[src/rtl/rom_fetch_ctrl_if.sv]
// Fetch-controller bus: ROM address/data, decoder instruction slot, redirect and run control.
// master = fetch controller, slave = ROM + decoder side.
interface rom_fetch_ctrl_if #(
  parameter int unsigned AW = 8,
  parameter int unsigned IW = 9
);
  logic          start;
  logic [AW-1:0] rom_addr;
  logic [IW-1:0] rom_data;
  logic [IW-1:0] instr;
  logic [AW-1:0] instr_pc;
  logic          instr_valid;
  logic          instr_ready;
  logic          jump;
  logic          call;
  logic          ret;
  logic [AW-1:0] jump_addr;
  logic          halt;
  logic          halted;
  logic          stack_err;

  modport master (
    input  start, rom_data, instr_ready, jump, call, ret, jump_addr, halt,
    output rom_addr, instr, instr_pc, instr_valid, halted, stack_err
  );

  modport slave (
    output start, rom_data, instr_ready, jump, call, ret, jump_addr, halt,
    input  rom_addr, instr, instr_pc, instr_valid, halted, stack_err
  );
endinterface

[src/rtl/rom_fetch_ctrl.sv]
// Program-ROM fetch sequencer: owns the PC, fills a one-entry instruction slot and applies
// jump/call/ret/halt redirects on accepted instructions using a small return stack.
module rom_fetch_ctrl #(
  parameter int unsigned   AW       = 8,
  parameter int unsigned   IW       = 9,
  parameter int unsigned   SD       = 4,
  parameter logic [AW-1:0] RESET_PC = '0
) (
  input logic             clk,
  input logic             rst,
  rom_fetch_ctrl_if.master bus
);

  localparam int unsigned SPW  = $clog2(SD + 1);
  localparam int unsigned IDXW = (SD > 1) ? $clog2(SD) : 1;

  typedef enum logic [1:0] {StIdle, StFetch, StHalt} state_e;

  state_e        state_q;
  logic [AW-1:0] pc_q;
  logic [AW-1:0] instr_pc_q;
  logic [IW-1:0] instr_q;
  logic          valid_q;
  logic          halted_q;
  logic          err_q;
  logic [SPW-1:0] sp_q;
  logic [AW-1:0] stack_q [SD];

  logic           accept;
  logic           stack_empty;
  logic           stack_full;
  logic [SPW-1:0] sp_dec;
  logic [IDXW-1:0] top_idx;
  logic [IDXW-1:0] push_idx;
  logic [AW-1:0]  seq_pc;
  logic [AW-1:0]  link_pc;
  logic           do_halt;
  logic           do_ret;
  logic           ret_underflow;
  logic           do_call;
  logic           do_jump;
  logic           load;

  always_comb begin
    accept        = valid_q & bus.instr_ready;
    stack_empty   = (sp_q == '0);
    stack_full    = (sp_q == SPW'(SD));
    sp_dec        = sp_q - SPW'(1);
    top_idx       = sp_dec[IDXW-1:0];
    push_idx      = sp_q[IDXW-1:0];
    seq_pc        = pc_q + AW'(1);
    link_pc       = instr_pc_q + AW'(1);
    // Fixed priority halt > ret > call > jump; an empty-stack ret falls through to a plain load.
    do_halt       = accept & bus.halt;
    do_ret        = accept & ~bus.halt & bus.ret & ~stack_empty;
    ret_underflow = accept & ~bus.halt & bus.ret & stack_empty;
    do_call       = accept & ~bus.halt & ~bus.ret & bus.call;
    do_jump       = accept & ~bus.halt & ~bus.ret & ~bus.call & bus.jump;
    load          = (~valid_q | bus.instr_ready) & ~(do_halt | do_ret | do_call | do_jump);
  end

  always_ff @(posedge clk or posedge rst) begin
    if (rst) begin
      state_q    <= StIdle;
      pc_q       <= RESET_PC;
      instr_q    <= '0;
      instr_pc_q <= '0;
      valid_q    <= 1'b0;
      halted_q   <= 1'b0;
      err_q      <= 1'b0;
      sp_q       <= '0;
      for (int unsigned i = 0; i < SD; i++) begin
        stack_q[i] <= '0;
      end
    end else begin
      unique case (state_q)
        StIdle: begin
          if (bus.start) begin
            state_q <= StFetch;
          end
        end

        StHalt: begin
          if (bus.start) begin
            state_q  <= StFetch;
            halted_q <= 1'b0;
          end
        end

        StFetch: begin
          if (do_halt) begin
            state_q  <= StHalt;
            halted_q <= 1'b1;
            valid_q  <= 1'b0;
            pc_q     <= link_pc;
          end else if (do_ret) begin
            pc_q    <= stack_q[top_idx];
            sp_q    <= sp_dec;
            valid_q <= 1'b0;
          end else if (do_call) begin
            if (stack_full) begin
              err_q <= 1'b1;
            end else begin
              stack_q[push_idx] <= link_pc;
              sp_q              <= sp_q + SPW'(1);
            end
            pc_q    <= bus.jump_addr;
            valid_q <= 1'b0;
          end else if (do_jump) begin
            pc_q    <= bus.jump_addr;
            valid_q <= 1'b0;
          end else if (load) begin
            instr_q    <= bus.rom_data;
            instr_pc_q <= pc_q;
            valid_q    <= 1'b1;
            pc_q       <= seq_pc;
          end
          if (ret_underflow) begin
            err_q <= 1'b1;
          end
        end

        default: state_q <= StIdle;
      endcase
    end
  end

  assign bus.rom_addr    = pc_q;
  assign bus.instr       = instr_q;
  assign bus.instr_pc    = instr_pc_q;
  assign bus.instr_valid = valid_q;
  assign bus.halted      = halted_q;
  assign bus.stack_err   = err_q;

  assert property (@(posedge clk) disable iff (rst) halted_q |-> !valid_q);
  assert property (@(posedge clk) disable iff (rst) sp_q <= SPW'(SD));

endmodule

[src/flat_wrapper.sv]
// flat-port wrapper written by rule: the top's interface ports become plain ports
module rom_fetch_ctrl_flat 
#(
  parameter int unsigned   AW       = 8,
  parameter int unsigned   IW       = 9,
  parameter int unsigned   SD       = 4,
  parameter logic [AW-1:0] RESET_PC = '0
)
  (clk, rst, bus_start, bus_rom_data, bus_instr_ready, bus_jump, bus_call, bus_ret, bus_jump_addr, bus_halt, bus_rom_addr, bus_instr, bus_instr_pc, bus_instr_valid, bus_halted, bus_stack_err);
  rom_fetch_ctrl_if #(.AW(AW), .IW(IW)) bus_i ();
  input logic clk;
  input logic rst;
  input wire logic [$bits(bus_i.start)-1:0] bus_start;
  input wire logic [$bits(bus_i.rom_data)-1:0] bus_rom_data;
  input wire logic [$bits(bus_i.instr_ready)-1:0] bus_instr_ready;
  input wire logic [$bits(bus_i.jump)-1:0] bus_jump;
  input wire logic [$bits(bus_i.call)-1:0] bus_call;
  input wire logic [$bits(bus_i.ret)-1:0] bus_ret;
  input wire logic [$bits(bus_i.jump_addr)-1:0] bus_jump_addr;
  input wire logic [$bits(bus_i.halt)-1:0] bus_halt;
  output wire logic [$bits(bus_i.rom_addr)-1:0] bus_rom_addr;
  output wire logic [$bits(bus_i.instr)-1:0] bus_instr;
  output wire logic [$bits(bus_i.instr_pc)-1:0] bus_instr_pc;
  output wire logic [$bits(bus_i.instr_valid)-1:0] bus_instr_valid;
  output wire logic [$bits(bus_i.halted)-1:0] bus_halted;
  output wire logic [$bits(bus_i.stack_err)-1:0] bus_stack_err;
  assign bus_i.start = bus_start;
  assign bus_i.rom_data = bus_rom_data;
  assign bus_i.instr_ready = bus_instr_ready;
  assign bus_i.jump = bus_jump;
  assign bus_i.call = bus_call;
  assign bus_i.ret = bus_ret;
  assign bus_i.jump_addr = bus_jump_addr;
  assign bus_i.halt = bus_halt;
  assign bus_rom_addr = bus_i.rom_addr;
  assign bus_instr = bus_i.instr;
  assign bus_instr_pc = bus_i.instr_pc;
  assign bus_instr_valid = bus_i.instr_valid;
  assign bus_halted = bus_i.halted;
  assign bus_stack_err = bus_i.stack_err;
  rom_fetch_ctrl #(.AW(AW), .IW(IW), .SD(SD), .RESET_PC(RESET_PC)) u_core (.clk(clk), .rst(rst), .bus(bus_i));
endmodule
[config.mk]
export PLATFORM = sky130hd
export DESIGN_NAME = rom_fetch_ctrl_flat
export DESIGN_NICKNAME = d
export VERILOG_FILES = /design/src/rtl/rom_fetch_ctrl_if.sv /design/src/rtl/rom_fetch_ctrl.sv /design/src/flat_wrapper.sv
export SDC_FILE = /design/constraint.sdc
export NUM_CORES = 1
export LEC_CHECK = 0
export CAP_MARGIN = 10
export CELL_PAD_IN_SITES_DETAIL_PLACEMENT = 1
export CELL_PAD_IN_SITES_GLOBAL_PLACEMENT = 2
export CORE_MARGIN = 3
export CORE_UTILIZATION = 37
export CTS_CLUSTER_DIAMETER = 80
export CTS_CLUSTER_SIZE = 16
export DETAILED_ROUTE_END_ITERATION = 10
export PLACE_DENSITY = 0.93
export SYNTH_ARGS = -nofsm -noshare
export SYNTH_HDL_FRONTEND = slang
export SYNTH_SLANG_ARGS = --single-unit
[constraint.sdc]
create_clock -name clk -period 4.6 [get_ports clk]
set_input_delay 0.92 -clock clk [delete_from_list [all_inputs] [get_ports clk]]
set_output_delay 0.92 -clock clk [all_outputs]
set_load 0.01 [all_outputs]
==> results.txt, run 1 <==
status -> completed
nature of the critical path startpoint -> input pin
EDFF count, synth -> 0
Pre-antenna DRT Iters -> 4
Synth async-reset ratio -> 100%
DP Worst Slack -> 1.38 ns
Via density -> 5.36
Post-synth top flop -> dfrtp_1
initial antenna violation count -> 0
worst-path fanout max -> 16
multiplexer share of the synthesized area -> 16.1%
drt total wl -> 8550 um
CP Capture Type -> flop
Hold Vio Cnt, Final -> 0
IO Port Bufs -> 52
post-synthesis sequential area ratio -> 49.8%
f_max -> 0.351 GHz
WP data required -> 4.82 ns
ant diodes -> 0
clock transition at the registers of the reported paths -> 0.07 ns
fill count -> 915
clk_skew -> 0.0116 ns
commonest cells in the netlist -> dfrtp_1 (65), nand2_1 (44), o21ai_0 (26), mux2_2 (16), a21oi_1 (14)
Synth Area in Simple Gates -> 13.2%
Synth cell types -> 41
CTS tree -> done
layout overhead on the synthesized area -> 24.0%
synthesized area -> 0.00327 mm^2
MaxCap Viol Count -> 0
Sum Neg Setup Slack -> 0 ns
Slew @ Worst Pin -> 0.842 ns
fin crit period -> 2.85 ns
largest net degree at the start of global routing -> 40
largest family of logic cells by synthesized area -> multiplexers
XOR/XNOR share of the synthesized area -> 4.02%
Worst EP arrival -> 3.08 ns
Detail Route Antenna Nets -> 0
Synth area leaders -> dfrtp_1 (50%), mux2_2 (5.5%), mux4_2 (5.5%)
clock sinks -> 65
fin. max-slew vios -> 0
synth warn -> 0
PnR worst setup slack -> 1.75 ns
Peak VDD IR -> 188 uV
clock root cell -> clkbuf_8
Avg WL per Cell -> 18.7 um
flops & latches, synth -> 65
CTS Buf Count -> 9
Tot Pwr -> 2.77 mW
# nets final -> 380
Leak Pwr -> 1.76 nW
share of cells above drive strength 1 -> 15.9%
row cnt -> 33
FF/Latch Area -> 0.00163 mm^2
drt initial violations -> 110
Synth top area share -> 49.8%
Post-Synthesis Cells -> 296
DR vias -> 2457
Max clock buf depth -> 2
Post CTS Setup Buffer Count -> 0
Final setup viols -> 0
Core Area -> 0.00838 mm^2
gpl congestion -> 0.790
IO Pins -> 53
Synthesized Nets -> 328
Tot GR Track Use -> 18.6%
Post-Syn Area per Cell -> 11.0 um^2
Die Area -> 0.00999 mm^2
RSZ-0062 raised after global routing -> false
most frequent cell after synthesis -> dfrtp_1
Skew-Pair Late Insertion Delay -> 0.35 ns
Synth area leader -> dfrtp_1
max_slew headroom -> 43.8%
initial core utilization -> 39.0%
kind of critical path -> input pin to flop
CTS H-tree lvls -> 3
die width -> 100 um
Resized Gates After CTS -> 0
crit share post-route -> 62.0%
GRT overflow -> 0
Die Ht -> 100 um
adder-cell share of the synthesized area -> 2.68%
hpwl dp -> 6310 um
area of the multi-input gates -> 0.00154 mm^2
first-pass GRT wire length -> 14200 um
Hold-fix buffers, CTS -> 0
worst hold path type -> flop to flop
drt drc -> 0
vias in the first global route -> 2657
pwr/cell area -> 684 mW/mm^2
Synth Area in Compound Gates -> 11.3%
[where the power goes]
part | internal (mW) | total [mW] | switching (mW) | leakage, nW
Sequential | 0.802 | 1.05 | 0.249 | 0.817
Combinational | 0.666 | 1.27 | 0.606 | 0.862
Clock | 0.224 | 0.449 | 0.225 | 0.0846
[cell families after synthesis]
group	after synthesis
and+or+nand+nor	88
AOI/OAI and AO/OA	64
DFF	65
xor gates and xnor gates	15
adders and majority gates	7
buffers and inverters	21
muxes	36
[cells in the final DEF, fill, tap and decap left out, types with 3 or more instances in the layout]
cell type | Yosys | final
mux2_4 | 9 | 9
ha_1 | 7 | 7
nand3_1 | 10 | 10
xor2_1 | 7 | 7
and3_1 | 3 | 3
o22ai_1 | 3 | 3
mux2_2 | 16 | 16
nor2_1 | 13 | 13
nand4_1 | 4 | 4
inv_1 | 8 | 7
a31oi_1 | 4 | 4
a21oi_1 | 14 | 14
o21a_1 | 4 | 4
nand2b_1 | 3 | 3
clkbuf_8 | 0 | 11
o21ai_0 | 26 | 26
clkinvlp_4 | 0 | 3
nand2_1 | 44 | 44
mux4_2 | 8 | 8
clkdlybuf4s50_1 | 0 | 52
o21ai_1 | 5 | 5
xnor2_1 | 8 | 8
dfrtp_1 | 65 | 65
[area by class of cell]
type	instances	area share, %
clock buffers	12	3.83
clock inverters	4	0.680
inverters	8	0.741
multi-input cells	210	38.1
flip-flops and latches	65	40.2
well taps	105	3.24
repair buffers	54	13.2
[metrics by stage]
step / std cells / utilization [%] / area, um^2 / hold WS (ns)
after floorplan: 296 / - / 3270 / 0.445
after global placement: 442 / 46.1 / 3870 / 0.458
after detailed placement: 442 / 46.1 / 3870 / 0.466
after CTS: 458 / 48.3 / 4050 / 0.481
after global routing: 458 / 48.3 / 4050 / 0.502
final: 458 / 48.3 / 4050 / 0.478
[registers in the layout (all words and copies together), names as in the netlist]
signal                  count
u_core.stack_q             32
u_core.bus.instr_pc         8
u_core.bus.rom_addr         8
u_core.bus.instr            9
u_core.bus.stack_err        1
u_core.state_q              2
u_core.bus.halted           1
u_core.sp_q                 3
u_core.bus.instr_valid      1
[critical path: stages]
cell             delay, ns
clkdlybuf4s50_1       0.52
and3b_1               0.35
nand3_2               0.33
nand4_1               0.55
mux2_2                0.39
[per-layer routing]
metal | GRT usage, % | vias to the layer above | share of wire (%)
met3 | 3.82 | 11 | 4.4
li1 | - | 1153 | -
met5 | 0 | - | 0
met4 | 7.77 | 0 | 1.4
met2 | 29.8 | 51 | 50
met1 | 24.6 | 1242 | 45
[worst paths after layout]
check / end / slack, ns / depth (start not counted) / start
setup / recovery: u_core.stack_q[17]$_DFFE_PP0P_ / 1.75 / 5 / bus_halt
hold / removal: u_core.stack_q[16]$_DFFE_PP0P_ / 0.48 / 2 / u_core.stack_q[16]$_DFFE_PP0P_
setup reg to reg: u_core.stack_q[17]$_DFFE_PP0P_ / 1.77 / 6 / u_core.sp_q[0]$_DFFE_PP0P_
hold reg to reg: u_core.stack_q[16]$_DFFE_PP0P_ / 0.48 / 2 / u_core.stack_q[16]$_DFFE_PP0P_
max in group asynchronous: u_core.stack_q[1]$_DFFE_PP0P_ / 2.66 / 3 / rst
min in group asynchronous: u_core.bus.instr_valid$_DFFE_PP0P_ / 1.06 / 2 / rst
Power figures use the tool's default switching activity.
==> inputs of run 2 (changes only) <==
--- a/config.mk
+++ b/config.mk
@@ -9,11 +9,11 @@
 export CELL_PAD_IN_SITES_DETAIL_PLACEMENT = 1
 export CELL_PAD_IN_SITES_GLOBAL_PLACEMENT = 2
 export CORE_MARGIN = 3
-export CORE_UTILIZATION = 37
+export CORE_UTILIZATION = 31
 export CTS_CLUSTER_DIAMETER = 80
 export CTS_CLUSTER_SIZE = 16
 export DETAILED_ROUTE_END_ITERATION = 10
-export PLACE_DENSITY = 0.93
+export PLACE_DENSITY = 0.84
 export SYNTH_ARGS = -nofsm -noshare
 export SYNTH_HDL_FRONTEND = slang
 export SYNTH_SLANG_ARGS = --single-unit
==> constraint.sdc (replaced) <==
create_clock -name clk -period 2.3 [get_ports clk]
set_input_delay 0.46 -clock clk [delete_from_list [all_inputs] [get_ports clk]]
set_output_delay 0.46 -clock clk [all_outputs]
set_load 0.01 [all_outputs]
==> results.txt, run 2 (synthesis results as in run 1) <==
status -> completed
hpwl dp -> 6310 um
fin. max-slew vios -> 0
pwr/cell area -> 1330 mW/mm^2
cell count after placement -> 489
Hold Vio Cnt, Final -> 0
Via density -> 5.03
Die Ht -> 109 um
largest net degree at the start of global routing -> 55
DP Worst Slack -> -0.0498 ns
clock sinks -> 65
slowest CP cell -> clkdlybuf4s50_1
DP Area -> 0.00406 mm^2
max_slew headroom -> 62.7%
nature of the critical path startpoint -> flop
worst hold path type -> input pin to asynchronous set/reset pin
Worst EP arrival -> 1.55 ns
f_max -> 0.497 GHz
crit-path cells -> clkdlybuf4s50_1
Post CTS Setup Buffer Count -> 0
Final setup viols -> 0
clock root cell -> clkbuf_8
Tot Pwr -> 5.65 mW
IO Port Bufs -> 52
ant diodes -> 0
met2 usage -> 24.7%
worst-path fanout max -> 11
RSZ-0062 raised after global routing -> false
CTS tree -> done
grt met3 use -> 4.03%
Core Area -> 0.0100 mm^2
clock transition at the registers of the reported paths -> 0.07 ns
IO Pins -> 53
most common cell after layout, fill and taps aside -> dfrtp_1
Bufs and invs on worst path -> 1
Tot GR Track Use -> 15.4%
Hold-fix buffers, CTS -> 0
CP Capture Type -> output pin
kind of critical path -> flop to output pin
CP delay by family, top -> buffers and inverters
die width -> 109 um
Avg WL per Cell -> 16.5 um
first-pass GRT wire length -> 13800 um
gpl congestion -> 0.791
vias in the first global route -> 2683
Detail Route Antenna Nets -> 0
Die Area -> 0.0118 mm^2
Resized Gates After CTS -> 0
Skew-Pair Late Insertion Delay -> 0.35 ns
Slew @ Worst Pin -> 0.555 ns
drt initial violations -> 60
largest stage delay on the critical path -> 0.62 ns
share of cells above drive strength 1 -> 20.4%
drt total wl -> 8340 um
CTS Buf Count -> 9
Peak VDD IR -> 418 uV
grt met1 use -> 20.2%
Most flops, register -> u_core.stack_q
worst reg2reg setup slack -> 0.34 ns
CTS H-tree lvls -> 3
initial antenna violation count -> 0
Sum Neg Setup Slack -> 0 ns
Final Cell Area -> 0.00426 mm^2
GRT overflow -> 0
crit share post-route -> 87.4%
Leak Pwr -> 1.87 nW
fin crit period -> 2.01 ns
gr busiest metal -> met2
row cnt -> 36
# nets final -> 399
MaxCap Viol Count -> 0
clk_skew -> 0.0129 ns
drt drc -> 0
DR vias -> 2542
commonest non-fill, non-tap cells in the layout -> dfrtp_1 (65), clkdlybuf4s50_1 (52), nand2_1 (44)
initial core utilization -> 32.7%
WP data required -> 1.84 ns
layout overhead on the synthesized area -> 30.4%
Largest register FFs -> 32
PnR worst setup slack -> 0.289 ns
Pre-antenna DRT Iters -> 5
Max clock buf depth -> 2
Layout Cells excl Fill -> 505
fill count -> 1122
run 2: worst reg2reg max path: stages, from the launching register on:
cell,delay [ns]
dfrtp_1,0.38
inv_1,0.09
ha_1,0.56
mux4_2,0.40
a221oi_1,0.29
o21ai_0,0.12
run 2: metrics by stage:
step                hold WS [ns]  util, %
detailed placement         0.468     40.6
CTS                        0.376     42.6
global route               0.400     42.6
floorplan                  0.445        -
global placement           0.457     40.6
finish                     0.385     42.6
run 2: layout make-up:
class,count,area (um^2),area share [%]
multi-input cells,210,1540,36.3
flip-flops and latches,65,1630,38.2
clock inverters,7,77.6,1.82
clock buffers,9,124,2.91
inverters,8,30.0,0.705
well taps,133,166,3.91
repair buffers,73,691,16.2
run 2: power by group:
part           internal (mW)  total (mW)  switching (mW)
Combinational           1.40        2.63            1.23
Clock                  0.509       0.999           0.490
Sequential              1.60        2.03           0.423
Total                   3.51        5.65            2.14
run 2: worst paths after layout:
check / start / to / cells after the start
setup / recovery: u_core.bus.instr_pc[0]$_DFFE_PP0P_ / bus_instr_pc[0] / 1
hold / removal: rst / u_core.bus.stack_err$_DFFE_PP0P_ / 2
setup reg to reg: u_core.sp_q[1]$_DFFE_PP0P_ / u_core.bus.rom_addr[2]$_DFFE_PP0P_ / 5
hold reg to reg: u_core.stack_q[4]$_DFFE_PP0P_ / u_core.stack_q[4]$_DFFE_PP0P_ / 2
max in group asynchronous: rst / u_core.bus.instr_pc[5]$_DFFE_PP0P_ / 3
min in group clk: u_core.stack_q[4]$_DFFE_PP0P_ / u_core.stack_q[4]$_DFFE_PP0P_ / 2
run 2: metal layers:
layer | vias up | wire length (um)
li1 | 1199 | -
met1 | 1276 | 3880
met2 | 56 | 3900
met4 | 0 | 113
met3 | 11 | 453
met5 | - | 0
==> inputs of run 3 (changes only) <==
--- a/config.mk
+++ b/config.mk
@@ -8,6 +8,7 @@
 export CAP_MARGIN = 10
 export CELL_PAD_IN_SITES_DETAIL_PLACEMENT = 1
 export CELL_PAD_IN_SITES_GLOBAL_PLACEMENT = 2
+export CORE_ASPECT_RATIO = 1.4
 export CORE_MARGIN = 3
 export CORE_UTILIZATION = 31
 export CTS_CLUSTER_DIAMETER = 80
==> results.txt, run 3 (synthesis results as in run 1) <==
Max clock buf depth -> 2
worst hold path type -> input pin to asynchronous set/reset pin
Post CTS Setup Buffer Count -> 0
Leak Pwr -> 1.95 nW
WHS -> 0.474 ns
slowest CP cell -> clkdlybuf4s50_1
vias in the first global route -> 2846
pwr/cell area -> 1430 mW/mm^2
f_max -> 0.493 GHz
drt drc -> 0
GRT overflow -> 0
Avg WL per Cell -> 18.0 um
Resized Gates After CTS -> 0
fin. max-slew vios -> 0
Largest register FFs -> 32
first-pass GRT wire length -> 15000 um
largest stage delay on the critical path -> 0.65 ns
commonest non-fill, non-tap cells in the layout -> dfrtp_1 (65), clkdlybuf4s50_1 (52), nand2_1 (44)
initial antenna violation count -> 0
row cnt -> 43
DP Worst Slack -> -0.0266 ns
Most flops, register -> u_core.stack_q
crit-path cells -> clkdlybuf4s50_1
CP startpoint -> u_core.bus.instr_pc[0]$_DFFE_PP0P_
Peak VDD IR -> 355 uV
WP data required -> 1.84 ns
RSZ-0062 raised after global routing -> false
clock transition at the registers of the reported paths -> 0.06 ns
kind of critical path -> flop to output pin
Pre-antenna DRT Iters -> 4
# nets final -> 400
Hold Vio Cnt, Final -> 0
IO Port Bufs -> 52
Skew-Pair Late Insertion Delay -> 0.34 ns
Bufs and invs on worst path -> 1
PnR worst setup slack -> 0.273 ns
IO Pins -> 53
drt initial violations -> 107
DR vias -> 2526
CTS H-tree lvls -> 3
CP Capture Type -> output pin
largest net degree at the start of global routing -> 29
hpwl dp -> 6850 um
most common cell after layout, fill and taps aside -> dfrtp_1
worst r2r src -> u_core.sp_q[1]$_DFFE_PP0P_
share of cells above drive strength 1 -> 20.4%
layout overhead on the synthesized area -> 35.5%
ant diodes -> 0
status -> completed
Core Area -> 0.0101 mm^2
fin util -> 43.8%
Via density -> 4.97
max_slew headroom -> 60.6%
Tot GR Track Use -> 16.5%
Slew @ Worst Pin -> 0.587 ns
Die Area -> 0.0118 mm^2
drt total wl -> 9130 um
MaxCap Viol Count -> 0
clock root cell -> clkbuf_16
CTS tree -> done
CTS Buf Count -> 9
CP delay by family, top -> buffers and inverters
gpl congestion -> 0.815
crit share post-route -> 88.1%
clock sinks -> 65
Final setup viols -> 0
Worst EP arrival -> 1.57 ns
Tot Pwr -> 6.31 mW
Hold-fix buffers, CTS -> 0
Die Ht -> 127 um
fill count -> 1150
nature of the critical path startpoint -> flop
initial core utilization -> 32.3%
worst-path fanout max -> 11
fin crit period -> 2.03 ns
clk_skew -> 0.00732 ns
die width -> 92.8 um
Detail Route Antenna Nets -> 0
## run 3: cell types whose count changed in the layout (fill, tap and decap cells not counted), sizes merged
cell    before  now
clkinv       3    1
inv         10    8
clkbuf       9   11
buf         21   22
bufinv       1    3
## run 3: stage by stage
stage	cell area (um^2)	TNS [ns]	instances
after global routing	4430	0	508
after detailed placement	4080	-0.0944	492
after global placement	4080	0	492
after floorplan	3270	0	296
after CTS	4430	0	508
final	4430	0	508
## run 3: final timing paths
| path | cells after the start | slack [ns] | to |
|---|---|---|---|
| min in group clk | 2 | 0.48 | u_core.stack_q[18]$_DFFE_PP0P_ |
| max | 1 | 0.27 | bus_instr_pc[0] |
| max reg2reg | 5 | 0.34 | u_core.bus.rom_addr[2]$_DFFE_PP0P_ |
| max in group asynchronous | 3 | 1.30 | u_core.sp_q[0]$_DFFE_PP0P_ |
| min | 2 | 0.47 | u_core.stack_q[12]$_DFFE_PP0P_ |
| min reg2reg | 2 | 0.48 | u_core.stack_q[18]$_DFFE_PP0P_ |
## run 3: routing by layer
| metal | track usage (%) | up-vias | wire (um) |
|---|---|---|---|
| met5 | 0 | - | 0 |
| met4 | 6.56 | 0 | 193 |
| met2 | 29.1 | 43 | 4880 |
| li1 | - | 1192 | - |
| met1 | 19.6 | 1276 | 3780 |
| met3 | 3.30 | 15 | 273 |
## run 3: where the power goes
part	internal [mW]	switching (mW)	total, mW
clock network	1.09	0.506	1.59
logic	1.41	1.25	2.66
registers	1.61	0.456	2.06
total	4.10	2.21	6.31
## run 3: area by class of cell
cell class	count	area [um^2]	area share, %
clock buffer	11	243	5.48
clock inverter	5	103	2.32
inverter	8	30.0	0.679
multi-input combinational	210	1540	34.9
sequential	65	1630	36.8
tap	135	169	3.82
timing repair buffer	74	711	16.1
